### src/rtl/uart_rx_ext_if.sv
// Word-side handshake of uart_rx_ext: received word, status flags and consumer ready.
interface uart_rx_ext_if #(
  parameter int unsigned DATA_WIDTH = 8
);
  logic [DATA_WIDTH-1:0] data;
  logic                  valid;
  logic                  ready;
  logic                  frame_err;
  logic                  parity_err;
  logic                  overrun_err;

  modport master (output data, valid, frame_err, parity_err, overrun_err, input ready);
  modport slave  (input data, valid, frame_err, parity_err, overrun_err, output ready);
endinterface

### src/rtl/uart_rx_ext.sv
// UART receiver: 2-flop sync, 3-sample majority vote, 1/2 stop bits, per-word error status.
// Optional parity bit is enabled by defining UART_RX_PARITY_EN.
module uart_rx_ext #(
  parameter int unsigned DATA_WIDTH = 8,
  parameter int unsigned BAUD_RATE  = 115200,
  parameter int unsigned CLK_FREQ   = 100_000_000,
  parameter int unsigned STOP_BITS  = 1,
  parameter int unsigned PARITY_ODD = 0
) (
  input  logic          clk,
  input  logic          rstn,
  input  logic          uart_in,
  uart_rx_ext_if.master bus
);
  localparam int unsigned PULSE_WIDTH = CLK_FREQ / BAUD_RATE;
  localparam int unsigned HALF        = PULSE_WIDTH / 2;
  localparam int unsigned CW          = $clog2(PULSE_WIDTH);
  localparam int unsigned IW          = 4;

  if (PULSE_WIDTH < 8 || DATA_WIDTH < 5 || DATA_WIDTH > 9 ||
      STOP_BITS < 1 || STOP_BITS > 2 || PARITY_ODD > 1) begin : g_bad_cfg
    $error("uart_rx_ext: unsupported parameter set");
  end

  typedef enum logic [2:0] {
    S_IDLE   = 3'd0,
    S_START  = 3'd1,
    S_DATA   = 3'd2,
`ifdef UART_RX_PARITY_EN
    S_PARITY = 3'd5,
`endif
    S_STOP   = 3'd3,
    S_BREAK  = 3'd4
  } state_t;

`ifdef UART_RX_PARITY_EN
  localparam state_t S_AFTER_DATA = S_PARITY;
`else
  localparam state_t S_AFTER_DATA = S_STOP;
`endif

  state_t                state_q, state_d;
  logic [1:0]            sync_q;
  logic                  rx_s, rx_prev_q;
  logic [CW-1:0]         cnt_q;
  logic [IW-1:0]         bit_idx_q;
  logic                  s0_q, s1_q;
  logic [DATA_WIDTH-1:0] shreg_q;
  logic                  fall_c, decide_c, wrap_c, maj_c, last_data_c, last_stop_c;
  logic                  commit_c, frame_bad_c, par_err_c;
  logic [DATA_WIDTH-1:0] data_q;
  logic                  valid_q, frame_err_q, parity_err_q, overrun_q;

  // Synchroniser idles high so reset never looks like a start edge
  always_ff @(posedge clk or negedge rstn) begin
    if (!rstn) begin
      sync_q    <= 2'b11;
      rx_prev_q <= 1'b1;
    end else begin
      sync_q    <= {sync_q[0], uart_in};
      rx_prev_q <= rx_s;
    end
  end

  assign rx_s        = sync_q[1];
  assign fall_c      = rx_prev_q & ~rx_s;
  assign decide_c    = (cnt_q == CW'(HALF + 1));
  assign wrap_c      = (cnt_q == CW'(PULSE_WIDTH - 1));
  assign maj_c       = (s0_q & s1_q) | (s0_q & rx_s) | (s1_q & rx_s);
  assign last_data_c = (bit_idx_q == IW'(DATA_WIDTH - 1));
  assign last_stop_c = (bit_idx_q == IW'(STOP_BITS - 1));

  always_ff @(posedge clk or negedge rstn) begin
    if (!rstn) state_q <= S_IDLE;
    else       state_q <= state_d;
  end

  // Next state; commit fires on the first bad stop bit or the last good one
  always_comb begin
    state_d     = state_q;
    commit_c    = 1'b0;
    frame_bad_c = 1'b0;
    case (state_q)
      S_IDLE:  if (fall_c) state_d = S_START;
      S_START: begin
        if (decide_c && maj_c) state_d = S_IDLE;
        else if (wrap_c)       state_d = S_DATA;
      end
      S_DATA:  if (wrap_c && last_data_c) state_d = S_AFTER_DATA;
`ifdef UART_RX_PARITY_EN
      S_PARITY: if (wrap_c) state_d = S_STOP;
`endif
      S_STOP: begin
        if (decide_c) begin
          if (!maj_c) begin
            commit_c    = 1'b1;
            frame_bad_c = 1'b1;
            state_d     = S_BREAK;
          end else if (last_stop_c) begin
            commit_c = 1'b1;
            state_d  = S_IDLE;
          end
        end
      end
      S_BREAK: if (rx_s && wrap_c) state_d = S_IDLE;
      default: state_d = S_IDLE;
    endcase
  end

  // Bit timing, sample capture and data shift register
  always_ff @(posedge clk or negedge rstn) begin
    if (!rstn) begin
      cnt_q     <= '0;
      bit_idx_q <= '0;
      s0_q      <= 1'b1;
      s1_q      <= 1'b1;
      shreg_q   <= '0;
    end else begin
      case (state_q)
        S_IDLE: begin
          cnt_q     <= '0;
          bit_idx_q <= '0;
        end
        S_BREAK: cnt_q <= (!rx_s || wrap_c) ? '0 : cnt_q + CW'(1);
        default: begin
          cnt_q <= (wrap_c || state_d == S_BREAK) ? '0 : cnt_q + CW'(1);
          if (wrap_c) bit_idx_q <= (state_d != state_q) ? '0 : bit_idx_q + IW'(1);
          if (cnt_q == CW'(HALF - 1)) s0_q <= rx_s;
          if (cnt_q == CW'(HALF))     s1_q <= rx_s;
          if (decide_c && state_q == S_DATA) shreg_q <= {maj_c, shreg_q[DATA_WIDTH-1:1]};
        end
      endcase
    end
  end

`ifdef UART_RX_PARITY_EN
  logic par_bit_q;

  always_ff @(posedge clk or negedge rstn) begin
    if (!rstn)                                par_bit_q <= 1'b0;
    else if (decide_c && state_q == S_PARITY) par_bit_q <= maj_c;
  end

  assign par_err_c = ((^shreg_q) ^ par_bit_q) != 1'(PARITY_ODD);
`else
  assign par_err_c = 1'b0;
`endif

  // Output word holding register; a commit while the held word is unaccepted is dropped
  always_ff @(posedge clk or negedge rstn) begin
    if (!rstn) begin
      data_q       <= '0;
      valid_q      <= 1'b0;
      frame_err_q  <= 1'b0;
      parity_err_q <= 1'b0;
      overrun_q    <= 1'b0;
    end else begin
      overrun_q <= 1'b0;
      if (commit_c) begin
        if (!valid_q || bus.ready) begin
          data_q       <= shreg_q;
          frame_err_q  <= frame_bad_c;
          parity_err_q <= par_err_c;
          valid_q      <= 1'b1;
        end else begin
          overrun_q <= 1'b1;
        end
      end else if (valid_q && bus.ready) begin
        valid_q <= 1'b0;
      end
    end
  end

  assign bus.data        = data_q;
  assign bus.valid       = valid_q;
  assign bus.frame_err   = frame_err_q;
  assign bus.parity_err  = parity_err_q;
  assign bus.overrun_err = overrun_q;
endmodule

### src/flat_wrapper.sv
// flat-port wrapper written by rule: the top's interface ports become plain ports
module uart_rx_ext_flat 
#(
  parameter int unsigned DATA_WIDTH = 8,
  parameter int unsigned BAUD_RATE  = 115200,
  parameter int unsigned CLK_FREQ   = 100_000_000,
  parameter int unsigned STOP_BITS  = 1,
  parameter int unsigned PARITY_ODD = 0
)
  (clk, rstn, uart_in, bus_data, bus_valid, bus_frame_err, bus_parity_err, bus_overrun_err, bus_ready);
  uart_rx_ext_if #(.DATA_WIDTH(DATA_WIDTH)) bus_i ();
  input  logic clk;
  input  logic rstn;
  input  logic uart_in;
  output wire logic [$bits(bus_i.data)-1:0] bus_data;
  output wire logic [$bits(bus_i.valid)-1:0] bus_valid;
  output wire logic [$bits(bus_i.frame_err)-1:0] bus_frame_err;
  output wire logic [$bits(bus_i.parity_err)-1:0] bus_parity_err;
  output wire logic [$bits(bus_i.overrun_err)-1:0] bus_overrun_err;
  input wire logic [$bits(bus_i.ready)-1:0] bus_ready;
  assign bus_data = bus_i.data;
  assign bus_valid = bus_i.valid;
  assign bus_frame_err = bus_i.frame_err;
  assign bus_parity_err = bus_i.parity_err;
  assign bus_overrun_err = bus_i.overrun_err;
  assign bus_i.ready = bus_ready;
  uart_rx_ext #(.DATA_WIDTH(DATA_WIDTH), .BAUD_RATE(BAUD_RATE), .CLK_FREQ(CLK_FREQ), .STOP_BITS(STOP_BITS), .PARITY_ODD(PARITY_ODD)) u_core (.clk(clk), .rstn(rstn), .uart_in(uart_in), .bus(bus_i));
endmodule
### config.mk
export PLATFORM = sky130hd
export DESIGN_NAME = uart_rx_ext_flat
export DESIGN_NICKNAME = d
export VERILOG_FILES = /design/src/rtl/uart_rx_ext_if.sv /design/src/rtl/uart_rx_ext.sv /design/src/flat_wrapper.sv
export SDC_FILE = /design/constraint.sdc
export NUM_CORES = 1
export LEC_CHECK = 0
export CAP_MARGIN = 40
export CORE_ASPECT_RATIO = 1.1
export CORE_MARGIN = 3
export CORE_UTILIZATION = 40
export CTS_BUF_LIST = sky130_fd_sc_hd__clkbuf_8
export DETAILED_ROUTE_END_ITERATION = 12
export PLACE_DENSITY = 0.6
export SYNTH_ARGS = -nofsm -noshare
export SYNTH_HDL_FRONTEND = slang
export SYNTH_SLANG_ARGS = --single-unit
### constraint.sdc
create_clock -name clk -period 2 [get_ports clk]
set_input_delay 0.4 -clock clk [delete_from_list [all_inputs] [get_ports clk]]
set_output_delay 0.4 -clock clk [all_outputs]
set_load 0.01 [all_outputs]
==> results of run 1 <==
-- per-layer routing --
metal / vias up / part of all wire
li1: 610 / -
met1: 599 / 0.46
met2: 22 / 0.50
met3: 5 / 0.035
met4: 0 / 0.0098
met5: - / 0
-- power by group through the flow --
stage | registers, mW | clock network [mW] | logic [mW]
4_1_cts | 0.932 | 0.588 | 0.303
2_1_floorplan | 0.970 | 0 | 0.136
3_3_place_gp | 0.944 | 0 | 0.290
5_1_grt | 0.940 | 0.620 | 0.343
6_report | 0.932 | 0.560 | 0.300
3_5_place_dp | 0.948 | 0 | 0.301
-- final timing paths --
check	endpoint	cells after the start	slack (ns)	from
worst max-delay path	u_core.shreg_q[7]$_DFFE_PN0P_	5	0.12	u_core.cnt_q[6]$_DFF_PN0_
min in group clk	u_core.sync_q[1]$_DFF_PN1_	0	0.36	u_core.sync_q[0]$_DFF_PN1_
max in group asynchronous	u_core.s1_q$_DFFE_PN1P_	2	1.46	rstn
worst min register to register	u_core.sync_q[1]$_DFF_PN1_	0	0.36	u_core.sync_q[0]$_DFF_PN1_
worst min-delay path	u_core.bus.data[1]$_DFFE_PN0P_	2	0.16	rstn
worst max register to register	u_core.shreg_q[7]$_DFFE_PN0P_	5	0.12	u_core.cnt_q[6]$_DFF_PN0_
-- stage by stage --
step / util / hold WS, ns
after floorplan: - / 0.1044
after global placement: 0.4973 / 0.3466
after detailed placement: 0.4973 / 0.3498
after CTS: 0.5211 / 0.1744
after global routing: 0.5211 / 0.1891
final: 0.5211 / 0.1645
-- cell usage in the layout (no fill, tap or decap), types with 3 or more instances in the layout --
master and instances:
buf_4 12, clkbuf_8 6, clkdlybuf4s50_1 13, dfrtp_1 36, dfstp_2 5, ha_1 5, inv_1 5, mux2_2 21
nand2_1 8, nand3_1 6, nand4_1 4, nor2_1 13, nor4_1 3, xor2_1 7
-- logic make-up (layout without fill, tap and decap cells) --
family,Yosys count,in the layout
buffers and inverters,7,40
other,1,1
DFF,41,41
xor gates and xnor gates,9,9
muxes,21,21
AOI/OAI and AO/OA,13,13
and+or+nand+nor,54,54
adders and majority gates,6,6
-- repair_timing --
| action | CTS | global route |
|---|---|---|
| gates resized for setup | 1 | 0 |
| setup buffers | 0 | 0 |
| endpoints found under the setup margin | 2 | 6 |
| pin swaps | 0 | 1 |
| gates cloned | 0 | 0 |
-- area by class of cell --
type / count / area share
Clock buffer: 6 / 0.03593
Clock inverter: 2 / 0.005988
Multi-Input combinational cell: 104 / 0.3647
Timing Repair Buffer: 27 / 0.1067
Tap cell: 54 / 0.02940
Sequential cell: 41 / 0.4491
Inverter: 5 / 0.008166
-- sequential cells by signal, indices dropped and copies added, names as in the netlist, 2 cells and up --
signal	flops
u_core.cnt_q	10
u_core.bus.data	8
u_core.shreg_q	8
u_core.bit_idx_q	4
u_core.state_q	3
u_core.sync_q	2
==> impl_metrics.json, run 1 <==
{
  "syn_area_sq_um": 1888,
  "min_period_ns": 1.879,
  "grtUsageMet1": 0.1788,
  "clock_latency_ns": 0.29,
  "synth.top_cell.area_share": 0.4771,
  "pin_count": 16,
  "cts_hold_buf": 0,
  "synth_commonest_cells": "dfrtp_1 (36), mux2_2 (21), nor2_1 (13), nand2_1 (8), xor2_1 (7)",
  "totalNegativeSetupSlack_ns": 0,
  "yosysSeqAreaShare": 0.5467,
  "initial_core_util": 0.4281,
  "drive_above_1_share": 0.3081,
  "synth_seq_cells": 41,
  "cp.buffers_inverters": 1,
  "path_cells": "or3b_4 -> nor3_4 -> nor3b_4 -> buf_12 -> mux2_2",
  "worst_slew_pin_slew_ns": 0.5144,
  "port_buffers": 14,
  "synthAdderAreaFrac": 0.03844,
  "syn_to_final_growth_pct": 21.74,
  "muxShareOfSynthArea": 0.1252,
  "synth_top_cell_by_area": "dfrtp_1",
  "p_leak_nw": 1.088,
  "cts_root_buf": "clkbuf_8",
  "swShare": 0.2747,
  "cp.arrival_ns": 2.06,
  "synth_area_leaders": "dfrtp_1 (48%), mux2_2 (13%), dfstp_2 (7.0%)",
  "htree_levels": 2,
  "synth_most_common_cell": "dfrtp_1",
  "die_w_um": 71.51,
  "seqCellArea_sq_um": 1032,
  "num_antenna_cells": 0,
  "ys_types": 41,
  "power_switching_mw": 0.4922,
  "synth-xor-area-share": 0.04175,
  "required_ns": 2.18,
  "place_area_sq_um": 2193,
  "final_net_count": 193,
  "layoutNonFillerInstCount": 239,
  "first_iter_violations": 77,
  "skew_ns": 0.008893,
  "multi_input_area_sq_um": 838.3,
  "synth_top_family_by_area": "simple AND/OR/NAND/NOR gates",
  "avgSynthCellArea_sq_um": 12.42,
  "cpPeakStageDelay_ns": 0.43,
  "ir_drop_v": 0.0004561,
  "critPathCaptureType": "register",
  "synth_nets": 161,
  "vias": 1236,
  "setup.worst_path.class": "reg -> reg",
  "crit_family": "simple AND/OR/NAND/NOR gates",
  "rows": 25,
  "die-area_sq_um": 5581,
  "dp.cells": 231,
  "grt_max_degree": 42,
  "use_met3": 0.04225,
  "synth-async-reset-ratio": 1.000,
  "grtUsageMet2": 0.2233,
  "synth_cells": 152,
  "rsz0062_at_grt": "false",
  "dr.pass1.iters": 4,
  "clk_pin_slew_ns": 0.08,
  "worst_slack_ns": 0.1206,
  "synth_warnings": 0,
  "dpl_worst_slack_ns": 0.007121,
  "intPower_mw": 1.299,
  "grt_pass1_wl_um": 6099,
  "fin_crit_sh": 0.9397,
  "fin_area_sq_um": 2298,
  "grt_pass1_vias": 1302,
  "power_mw": 1.791,
  "fp.dieH_um": 78.06,
  "slowest_stage": "or3b_4",
  "top_usage_layer": "met2",
  "clockBufferDepth": 2,
  "drt_wl_total_um": 3467,
  "numCtsBuffers": 5,
  "power_density_nw_per_um2": 779.4,
  "avgViaCountPerCell": 5.172,
  "synthFlopType": "dfrtp_1",
  "yosys.area_share.simple": 0.1736,
  "setup_viol": 0,
  "hold_violations": 0,
  "crit_path_start_kind": "register",
  "place.gp.congestion": 0.8379,
  "drc": 0,
  "p_comb_frac": 0.167,
  "slew-limit-headroom": 0.6571,
  "seq_power_share": 0.520,
  "synth_edf_count": 0,
  "synth_compound_area_frac": 0.05567,
  "grt_antenna_before_repair": 0,
  "grt_use_total": 0.1394,
  "hpwl_um": 2543,
  "num-fill-cells": 389,
  "slew_viol_final": 0,
  "cp_max_fo": 8,
  "status": "finished, final reports clean",
  "wl_per_cell_um": 14.51,
  "hp-class": "in -> async",
  "cts_tree": "done",
  "cap_violations": 0,
  "grt.overflow.total": 0,
  "core_sq_um": 4410,
  "pwr-share-clk": 0.313,
  "clock_sinks": 41,
  "fmaxAchievable_ghz": 0.5321,
  "ant_nets": 0
}
Note: power is estimated with default switching activity, not from simulation.
==> run 2: changes to the inputs <==
GPL_TIMING_DRIVEN = 0   (was unset)
==> run 2 against run 1 <==
  * The run now ends with negative setup slack left
  * Worst hold slack worse by 0.11 ns
  * Routed wire length is 3.9% higher
  * Clock power is 21% higher
  * Total power is 9.2% higher
  * Sequential cell count stayed put
  * Maximum frequency is 6.6% lower
  * Largest power group unchanged
  * Highest routed layer unchanged
==> impl_metrics.json, run 2 (same netlist as run 1, synthesis figures left out) <==
{
  "fp.dieH_um": 78.06,
  "drc": 0,
  "clockBufferDepth": 2,
  "cap_violations": 0,
  "pin_count": 16,
  "setup_viol": 2,
  "power_density_nw_per_um2": 816.2,
  "wl_per_cell_um": 15.00,
  "cts_root_buf": "clkbuf_8",
  "place.gp.congestion": 0.8112,
  "cpPeakStageDelay_ns": 0.44,
  "clock_latency_ns": 0.30,
  "hp-class": "in -> async",
  "required_ns": 2.19,
  "critPathCaptureType": "register",
  "dpl_worst_slack_ns": -0.2195,
  "clock_sinks": 41,
  "cp.arrival_ns": 2.20,
  "grt_use_total": 0.1423,
  "syn_to_final_growth_pct": 26.97,
  "slowest_stage": "or3b_4",
  "grt_pass1_wl_um": 6313,
  "cts_tree": "done",
  "rsz0062_at_grt": "true",
  "dr.pass1.iters": 4,
  "vias": 1268,
  "fmaxAchievable_ghz": 0.4972,
  "clk_pin_slew_ns": 0.08,
  "slew_viol_final": 0,
  "htree_levels": 2,
  "rows": 25,
  "hold_violations": 0,
  "top_register": "u_core.cnt_q",
  "met2WireLength_um": 1767,
  "path_cells": "or3b_4 -> nor3_4 -> nor3b_4 -> buf_12 -> mux2_2",
  "fin_area_sq_um": 2397,
  "crit_path_start_kind": "register",
  "drive_above_1_share": 0.3602,
  "status": "finished with violations",
  "final_common_cell": "dfrtp_1",
  "largest_reg_flops": 10,
  "core_sq_um": 4410,
  "grt_max_degree": 23,
  "layout_common_cells": "dfrtp_1 (31), mux2_2 (15), nor2_1 (13), clkdlybuf4s50_1 (13), buf_4 (11)",
  "setup.worst_path.class": "reg -> reg",
  "grt_pass1_vias": 1312,
  "ir_drop_v": 0.0004974,
  "place_area_sq_um": 2123,
  "initial_core_util": 0.4281,
  "worst_slack_ns": -0.01129,
  "num_antenna_cells": 0,
  "r2r_setup_slack_ns": -0.01,
  "met3_length_um": 125,
  "skew_ns": 0.003502,
  "power_mw": 1.957,
  "die-area_sq_um": 5581,
  "wl_met1_um": 1661,
  "first_iter_violations": 29,
  "fin_crit_sh": 1.006,
  "cp_max_fo": 8,
  "final_net_count": 194,
  "violations": "negative setup slack",
  "hpwl_um": 2402,
  "p_leak_nw": 1.105,
  "cts_hold_buf": 0,
  "avgViaCountPerCell": 5.283,
  "top_layer_used": "met4",
  "grt.overflow.total": 0,
  "min_period_ns": 2.011,
  "num-fill-cells": 364,
  "ant_nets": 0,
  "drt_wl_total_um": 3601,
  "totalNegativeSetupSlack_ns": -0.02107,
  "port_buffers": 14,
  "whs_ns": 0.05732,
  "grt_antenna_before_repair": 0,
  "die_w_um": 71.51,
  "numCtsBuffers": 5
}
[run 2: cell count changes in the layout (fill, tap and decap cells not counted), sizes merged]
cell	before	now
buf	14	15
bufinv	0	1
clkinvlp	0	1
clkbuf	6	5
clkinv	2	1
[run 2: metrics by stage]
step | std cells | utilization
2_1_floorplan | 152 | -
3_3_place_gp | 220 | 0.4763
3_5_place_dp | 221 | 0.4814
4_1_cts | 233 | 0.5228
5_1_grt | 240 | 0.5435
6_report | 240 | 0.5435
[run 2: path summary, 6_finish.rpt]
kind                                            start  cells past startpoint                         endpoint
min in group clk           u_core.sync_q[0]$_DFF_PN1_                      0       u_core.sync_q[1]$_DFF_PN1_
setup reg to reg            u_core.cnt_q[9]$_DFF_PN0_                      5    u_core.shreg_q[3]$_DFFE_PN0P_
hold reg to reg            u_core.sync_q[0]$_DFF_PN1_                      0       u_core.sync_q[1]$_DFF_PN1_
max in group asynchronous                        rstn                      2       u_core.sync_q[1]$_DFF_PN1_
setup / recovery            u_core.cnt_q[9]$_DFF_PN0_                      5    u_core.shreg_q[3]$_DFFE_PN0P_
hold / removal                                   rstn                      1  u_core.bit_idx_q[0]$_DFFE_PN0P_
[run 2: report_power, final]
group / total [mW] / internal, mW / switching [mW]
Sequential: 0.967 / 0.893 / 0.0747
Combinational: 0.310 / 0.155 / 0.154
Clock: 0.680 / 0.374 / 0.306
[run 2: area by class of cell]
class	count	area, sq um	area share
Buffer	2	12.51	0.005219
Clock buffer	5	68.82	0.02871
Clock inverter	3	46.29	0.01931
Inverter	5	18.77	0.007829
Multi-Input combinational cell	104	887.1	0.3700
Sequential cell	41	1039	0.4332
Tap cell	54	67.56	0.02818
Timing Repair Buffer	26	257.7	0.1075
[run 2: worst max-delay path: cells and delay by family (launching register included)]
family	cells	cell delay, ns
simple gates	3	1.01
buf+inv	1	0.16
flops	1	0.40
mux	1	0.32
[run 2: per-layer routing]
| layer | up-vias | global-route usage |
|---|---|---|
| met5 | - | 0 |
| li1 | 614 | - |
| met2 | 16 | 0.2344 |
| met4 | 0 | 0.04511 |
| met1 | 633 | 0.1792 |
| met3 | 5 | 0.04097 |
[run 2: repair_timing]
action | 4_1_cts | 5_1_grt
pin swaps | 1 | 2
buffers inserted | 4 | 7
endpoints found under the setup margin | 27 | 27
gates resized for setup | 9 | 8
==> run 3: changes to the inputs <==
PLACE_DENSITY = 0.58   (was 0.6)
clock period = 2.6 ns   (was 2 ns; I/O delays follow)
==> run 3 against run 2 <==
  * The run now ends clean
  * Cell area fell by 6.8%
  * Clock skew rose by 0.00054 ns
  * Core utilization fell by 3.7 points
  * Die area did not move
  * Non-clock buffer count fell by 11
  * Clock power fell by 23%
  * Critical path type unchanged
  * Largest power group unchanged
==> impl_metrics.json, run 3 (same netlist as run 1, synthesis figures left out) <==
{
  "r2r_setup_slack_ns": 0.35,
  "grt_pass1_wl_um": 6078,
  "fin_area_sq_um": 2233,
  "htree_levels": 2,
  "hpwl_um": 2434,
  "status": "finished, final reports clean",
  "power_density_nw_per_um2": 638.5,
  "clockBufferDepth": 2,
  "clock_latency_ns": 0.30,
  "pin_count": 16,
  "clock_sinks": 41,
  "numCtsBuffers": 5,
  "hp-class": "in -> async",
  "worstReg2RegEnd": "u_core.shreg_q[6]$_DFFE_PN0P_",
  "final_net_count": 183,
  "cp.arrival_ns": 2.43,
  "postCtsResizedCells": 0,
  "p_leak_nw": 1.040,
  "setup.worst_path.class": "reg -> reg",
  "skew_ns": 0.004039,
  "worst_slew_pin_slew_ns": 0.5193,
  "place.gp.congestion": 0.7992,
  "slew-limit-headroom": 0.6538,
  "rsz0062_at_grt": "false",
  "dp.cells": 221,
  "cts_tree": "done",
  "fp.dieH_um": 78.06,
  "grt.overflow.total": 0,
  "largest_reg_flops": 10,
  "dpl_worst_slack_ns": 0.3540,
  "rows": 25,
  "dr.pass1.iters": 4,
  "top_register": "u_core.cnt_q",
  "first_iter_violations": 74,
  "grt_use_total": 0.1392,
  "setup_viol": 0,
  "hold_violations": 0,
  "num_antenna_cells": 0,
  "min_period_ns": 2.245,
  "port_buffers": 14,
  "grt_max_degree": 22,
  "syn_to_final_growth_pct": 18.29,
  "die_w_um": 71.51,
  "ir_drop_v": 0.0003456,
  "core_sq_um": 4410,
  "crit_path_start_kind": "register",
  "layoutNonFillerInstCount": 229,
  "critPathCaptureType": "register",
  "cap_violations": 0,
  "cp_max_fo": 8,
  "grt_antenna_before_repair": 0,
  "drive_above_1_share": 0.2686,
  "slew_viol_final": 0,
  "drc": 0,
  "whs_ns": 0.1869,
  "drt_wl_total_um": 3376,
  "cts_hold_buf": 0,
  "rr_worst_depth": 4,
  "grt_pass1_vias": 1307,
  "ant_nets": 0,
  "r2r_start": "u_core.cnt_q[6]$_DFF_PN0_",
  "fin_crit_sh": 0.8635,
  "initial_core_util": 0.4281,
  "postCtsSetupBuffers": 0,
  "vias": 1228,
  "place_area_sq_um": 2118,
  "worst_slack_ns": 0.3550,
  "final_common_cell": "dfrtp_1",
  "avgViaCountPerCell": 5.362,
  "fmaxAchievable_ghz": 0.4454,
  "wl_per_cell_um": 14.74,
  "layout_common_cells": "dfrtp_1 (36), mux2_2 (21), nor2_1 (13), clkdlybuf4s50_1 (13), nand2_1 (8)",
  "clk_pin_slew_ns": 0.08,
  "required_ns": 2.79,
  "cts_root_buf": "clkbuf_8",
  "totalNegativeSetupSlack_ns": 0,
  "die-area_sq_um": 5581
}
[run 3: cell count changes in the layout (fill, tap and decap cells not counted), moves of 2 or more]
cell     delta
dfrtp_1     +5
dfrtp_2     -5
mux2_2      +6
mux2_4      -6
buf_4      -10
or3b_4      -2
or3b_2      +2
[run 3: layout make-up]
type                            instances  area (sq um)
Clock inverter                          3         46.29
Clock buffer                            5         68.82
Timing Repair Buffer                   15         162.7
Multi-Input combinational cell        104         824.5
Tap cell                               54         67.56
Buffer                                  2         12.51
Sequential cell                        41          1032
Fill cell                             403          2177
Inverter                                5         18.77
[run 3: critical path: stages, from the launching register on]
cell,delay (ns)
dfrtp_1,0.46
or3b_2,0.55
nor3_4,0.27
nor3b_4,0.47
mux2_2,0.39
[run 3: layer usage]
layer	part of all wire	up-vias	wire, um	track usage
li1	-	591	-	-
met1	0.47	608	1573	0.1789
met2	0.48	23	1629	0.2252
met3	0.036	6	120	0.03201
met4	0.015	0	52	0.05639
met5	0	-	0	0
[run 3: worst max path at each step]
stage / depth (start not counted) / to / slack [ns] / start
finish: 4 / u_core.shreg_q[6]$_DFFE_PN0P_ / 0.35 / u_core.cnt_q[6]$_DFF_PN0_
global placement: 1 / u_core.bus.data[5]$_DFFE_PN0P_ / 0.008 / rstn
floorplan: 4 / u_core.shreg_q[0]$_DFFE_PN0P_ / 0.55 / u_core.cnt_q[3]$_DFF_PN0_
CTS: 4 / u_core.shreg_q[6]$_DFFE_PN0P_ / 0.35 / u_core.cnt_q[3]$_DFF_PN0_
detailed placement: 4 / u_core.shreg_q[6]$_DFFE_PN0P_ / 0.35 / u_core.cnt_q[3]$_DFF_PN0_
global route: 4 / u_core.shreg_q[2]$_DFFE_PN0P_ / 0.24 / u_core.cnt_q[6]$_DFF_PN0_
[run 3: per-stage QoR]
stage	power, mW	utilization
floorplan	0.8499	-
global placement	0.9023	0.4752
detailed placement	0.9174	0.4803
CTS	1.448	0.5064
global route	1.500	0.5064
finish	1.426	0.5064
[run 3: report_power, final]
part | internal [mW] | switching, mW | total, mW
logic | 0.0688 | 0.0800 | 0.149
registers | 0.681 | 0.0723 | 0.753
clock network | 0.287 | 0.237 | 0.524
==> edit (settings of run 2) <==
Add a define of `UART_RX_PARITY_EN`.
--- a/src/rtl/uart_rx_ext.sv
+++ b/src/rtl/uart_rx_ext.sv
@@ -1,5 +1,7 @@
 // UART receiver: 2-flop sync, 3-sample majority vote, 1/2 stop bits, per-word error status.
 // Optional parity bit is enabled by defining UART_RX_PARITY_EN.
+`define UART_RX_PARITY_EN
+
 module uart_rx_ext #(
   parameter int unsigned DATA_WIDTH = 8,
   parameter int unsigned BAUD_RATE  = 115200,
Check against the original RTL: same outputs for any inputs over 10 cycles, from zero or initial values and one cycle with rstn low; that may be too few to reach the edited logic, so the function may still have changed.
==> edit against run 2 <==
Sequential cell count is 2 higher. Power grew 5.3%. First-iteration DRC count grew 140%. Combinational power shrank 17%. Via count increased by 12%. Worst hold slack got worse by 44 ps. Area after synthesis rose by 15%. Final cell count increased by 21%. Worst setup slack gained 190 ps. Clock skew increased by 1.1 ps. Wire length is 6.8% higher. Final area increased by 8.1%. Critical endpoint is now u_core.bus.data[6]$_DFFE_PN0P_. Largest power group unchanged.
==> edit: results (changes against run 2) <==
status: "completed"  # was complete, but fails checks
final_nets: 227  # was 194
clock_latency_ps: 290
slowest_stage: "dfrtp_1"  # was or3b_4
clock_skew_ps: 4.60  # was 3.50 ps
tightest_slew_ps: 389
p_leak_nw: 1.14  # was 1.11 nW
rr_startpoint: "u_core.state_q[2]$_DFF_PN0_"  # was u_core.cnt_q[9]$_DFF_PN0_
drt_iter0_markers: 71  # was 29
rr_worst_depth: 6  # was 5
io_buffer_count: 15  # was 14
synthTopCellsByArea: "dfrtp_1 44%, mux2_2 8.8%, dfstp_2 6.0%"  # was dfrtp_1 48%, mux2_2 13%, dfstp_2 7.0%
n_fill_cell: 495  # was 364
ys_seq_area_share_pct: 49.8  # was 54.7%
drive_gt1_share_pct: 24.7  # was 36.0%
gp_congestion: 0.784  # was 0.811
vias_per_cell: 4.87  # was 5.28
synthArstFlopShare_pct: 100  # unchanged
htree_levels: 2  # unchanged
first_pass_iters: 4  # unchanged
largest-register: "u_core.cnt_q"  # unchanged
n_antenna_cell: 0  # unchanged
place_ws_ps: -127  # was -219 ps
hp-class: "in -> async"  # unchanged
cts_buffers: 5  # unchanged
endpoint: "u_core.bus.data[6]$_DFFE_PN0P_"  # was u_core.shreg_q[3]$_DFFE_PN0P_
clk_path_buf_depth: 2  # unchanged
max_freq_mhz: 548  # was 497 MHz
arrival_ps: 2010  # was 2200 ps
antenna_found_initial: 0  # unchanged
yosysWarnings: 0  # unchanged
critPathMaxFanout: 10  # was 8
post_dp_cell_area_mm2: 0.00243  # was 0.00212 mm²
yosysUniqueCellTypes: 45  # was 41
grt_max_degree: 29  # was 23
routedWlPerCell_um: 13.2  # was 15.0 µm
hpwl_um: 2800  # was 2400 µm
grt_pass1_wl_um: 6840  # was 6310 µm
critPathTopFamily: "simple AND/OR/NAND/NOR gates"  # unchanged
ir_drop_mv: 0.563  # was 0.497 mV
synth_common_cells: "38 x dfrtp_1, 21 x nor2_1, 18 x nand2_1"  # was 36 x dfrtp_1, 21 x mux2_2, 13 x nor2_1
grt_pass1_vias: 1437  # was 1312
max_stage_delay_ps: 380  # was 440 ps
reg2reg_to: "u_core.bus.data[6]$_DFFE_PN0P_"  # was u_core.shreg_q[3]$_DFFE_PN0P_
grt_util_all_layers_pct: 13.3  # was 14.2%
largest_reg_flops: 10  # unchanged
syn_nets: 202  # was 161
area_growth_pct: 19.2  # was 27.0%
## edit: cell types whose count changed in the layout (fill, tap and decap cells not counted), sizes merged, moves of 3 or more
cell	change
nand2b	+6
or3b	-3
nor2	+8
o21ai	+8
xnor2	+10
buf	-7
nand2	+11
## edit: worst min-delay path by stage
stage,startpoint,endpoint,slack [ps],cells past startpoint
floorplan,rstn,u_core.bit_idx_q[0]$_DFFE_PN0P_,100,0
global placement,u_core.sync_q[0]$_DFF_PN1_,u_core.sync_q[1]$_DFF_PN1_,350,0
detailed placement,rstn,u_core.bit_idx_q[1]$_DFFE_PN0P_,350,1
CTS,rstn,u_core.bit_idx_q[1]$_DFFE_PN0P_,20,1
global route,rstn,u_core.bit_idx_q[1]$_DFFE_PN0P_,30,1
finish,rstn,u_core.bit_idx_q[1]$_DFFE_PN0P_,10,1
## edit: power by group
part	total (W)	switching [W]	internal, W
combinational	0.000257	0.000130	0.000127
sequential	0.00102	0.0000857	0.000930
clock	0.000788	0.000294	0.000494
total	0.00206	0.000510	0.00155
## edit: cells by family after synthesis
family	synth area share, %
buf+inv	2.59
fa+ha+maj	3.39
xor+xnor	6.85
mux	10.7
simple gates	21.1
flops	49.8
compound gates	5.58
## edit: per-layer routing
layer  part of all wire (%)  wire length, µm  track usage (%)
met2                     48             1860             21.2
met5                      0                0                0
met3                    3.5              134             3.80
met1                     47             1820             17.5
met4                   0.70               27             4.45
## edit: layout make-up
| type | count | area [µm²] | area share (%) |
|---|---|---|---|
| inverter | 5 | 18.8 | 0.724 |
| tap | 72 | 90.1 | 3.47 |
| multi-input combinational | 141 | 1050 | 40.4 |
| clock inverter | 3 | 63.8 | 2.46 |
| buffer | 4 | 37.5 | 1.45 |
| timing repair buffer | 18 | 180 | 6.95 |
| sequential | 43 | 1080 | 41.8 |
| clock buffer | 5 | 68.8 | 2.65 |
## edit: timing repair
item	CTS	global route
buffers inserted	2	0
pin swaps	1	1
resized for setup	0	4
hold buffers	0	0
endpoints found under the setup margin	15	6
hold endpoints to repair	0	0
## edit: through the flow
step / std cells / power (W) / util [%] / hold WS (ps)
4_1_cts: 291 / 0.00207 / 50.2 / 24.7
5_1_grt: 291 / 0.00219 / 50.5 / 29.8
3_5_place_dp: 281 / 0.00126 / 47.3 / 347
2_1_floorplan: 193 / 0.00119 / - / 104
3_3_place_gp: 280 / 0.00126 / 47.0 / 346
6_report: 291 / 0.00206 / 50.5 / 13.5
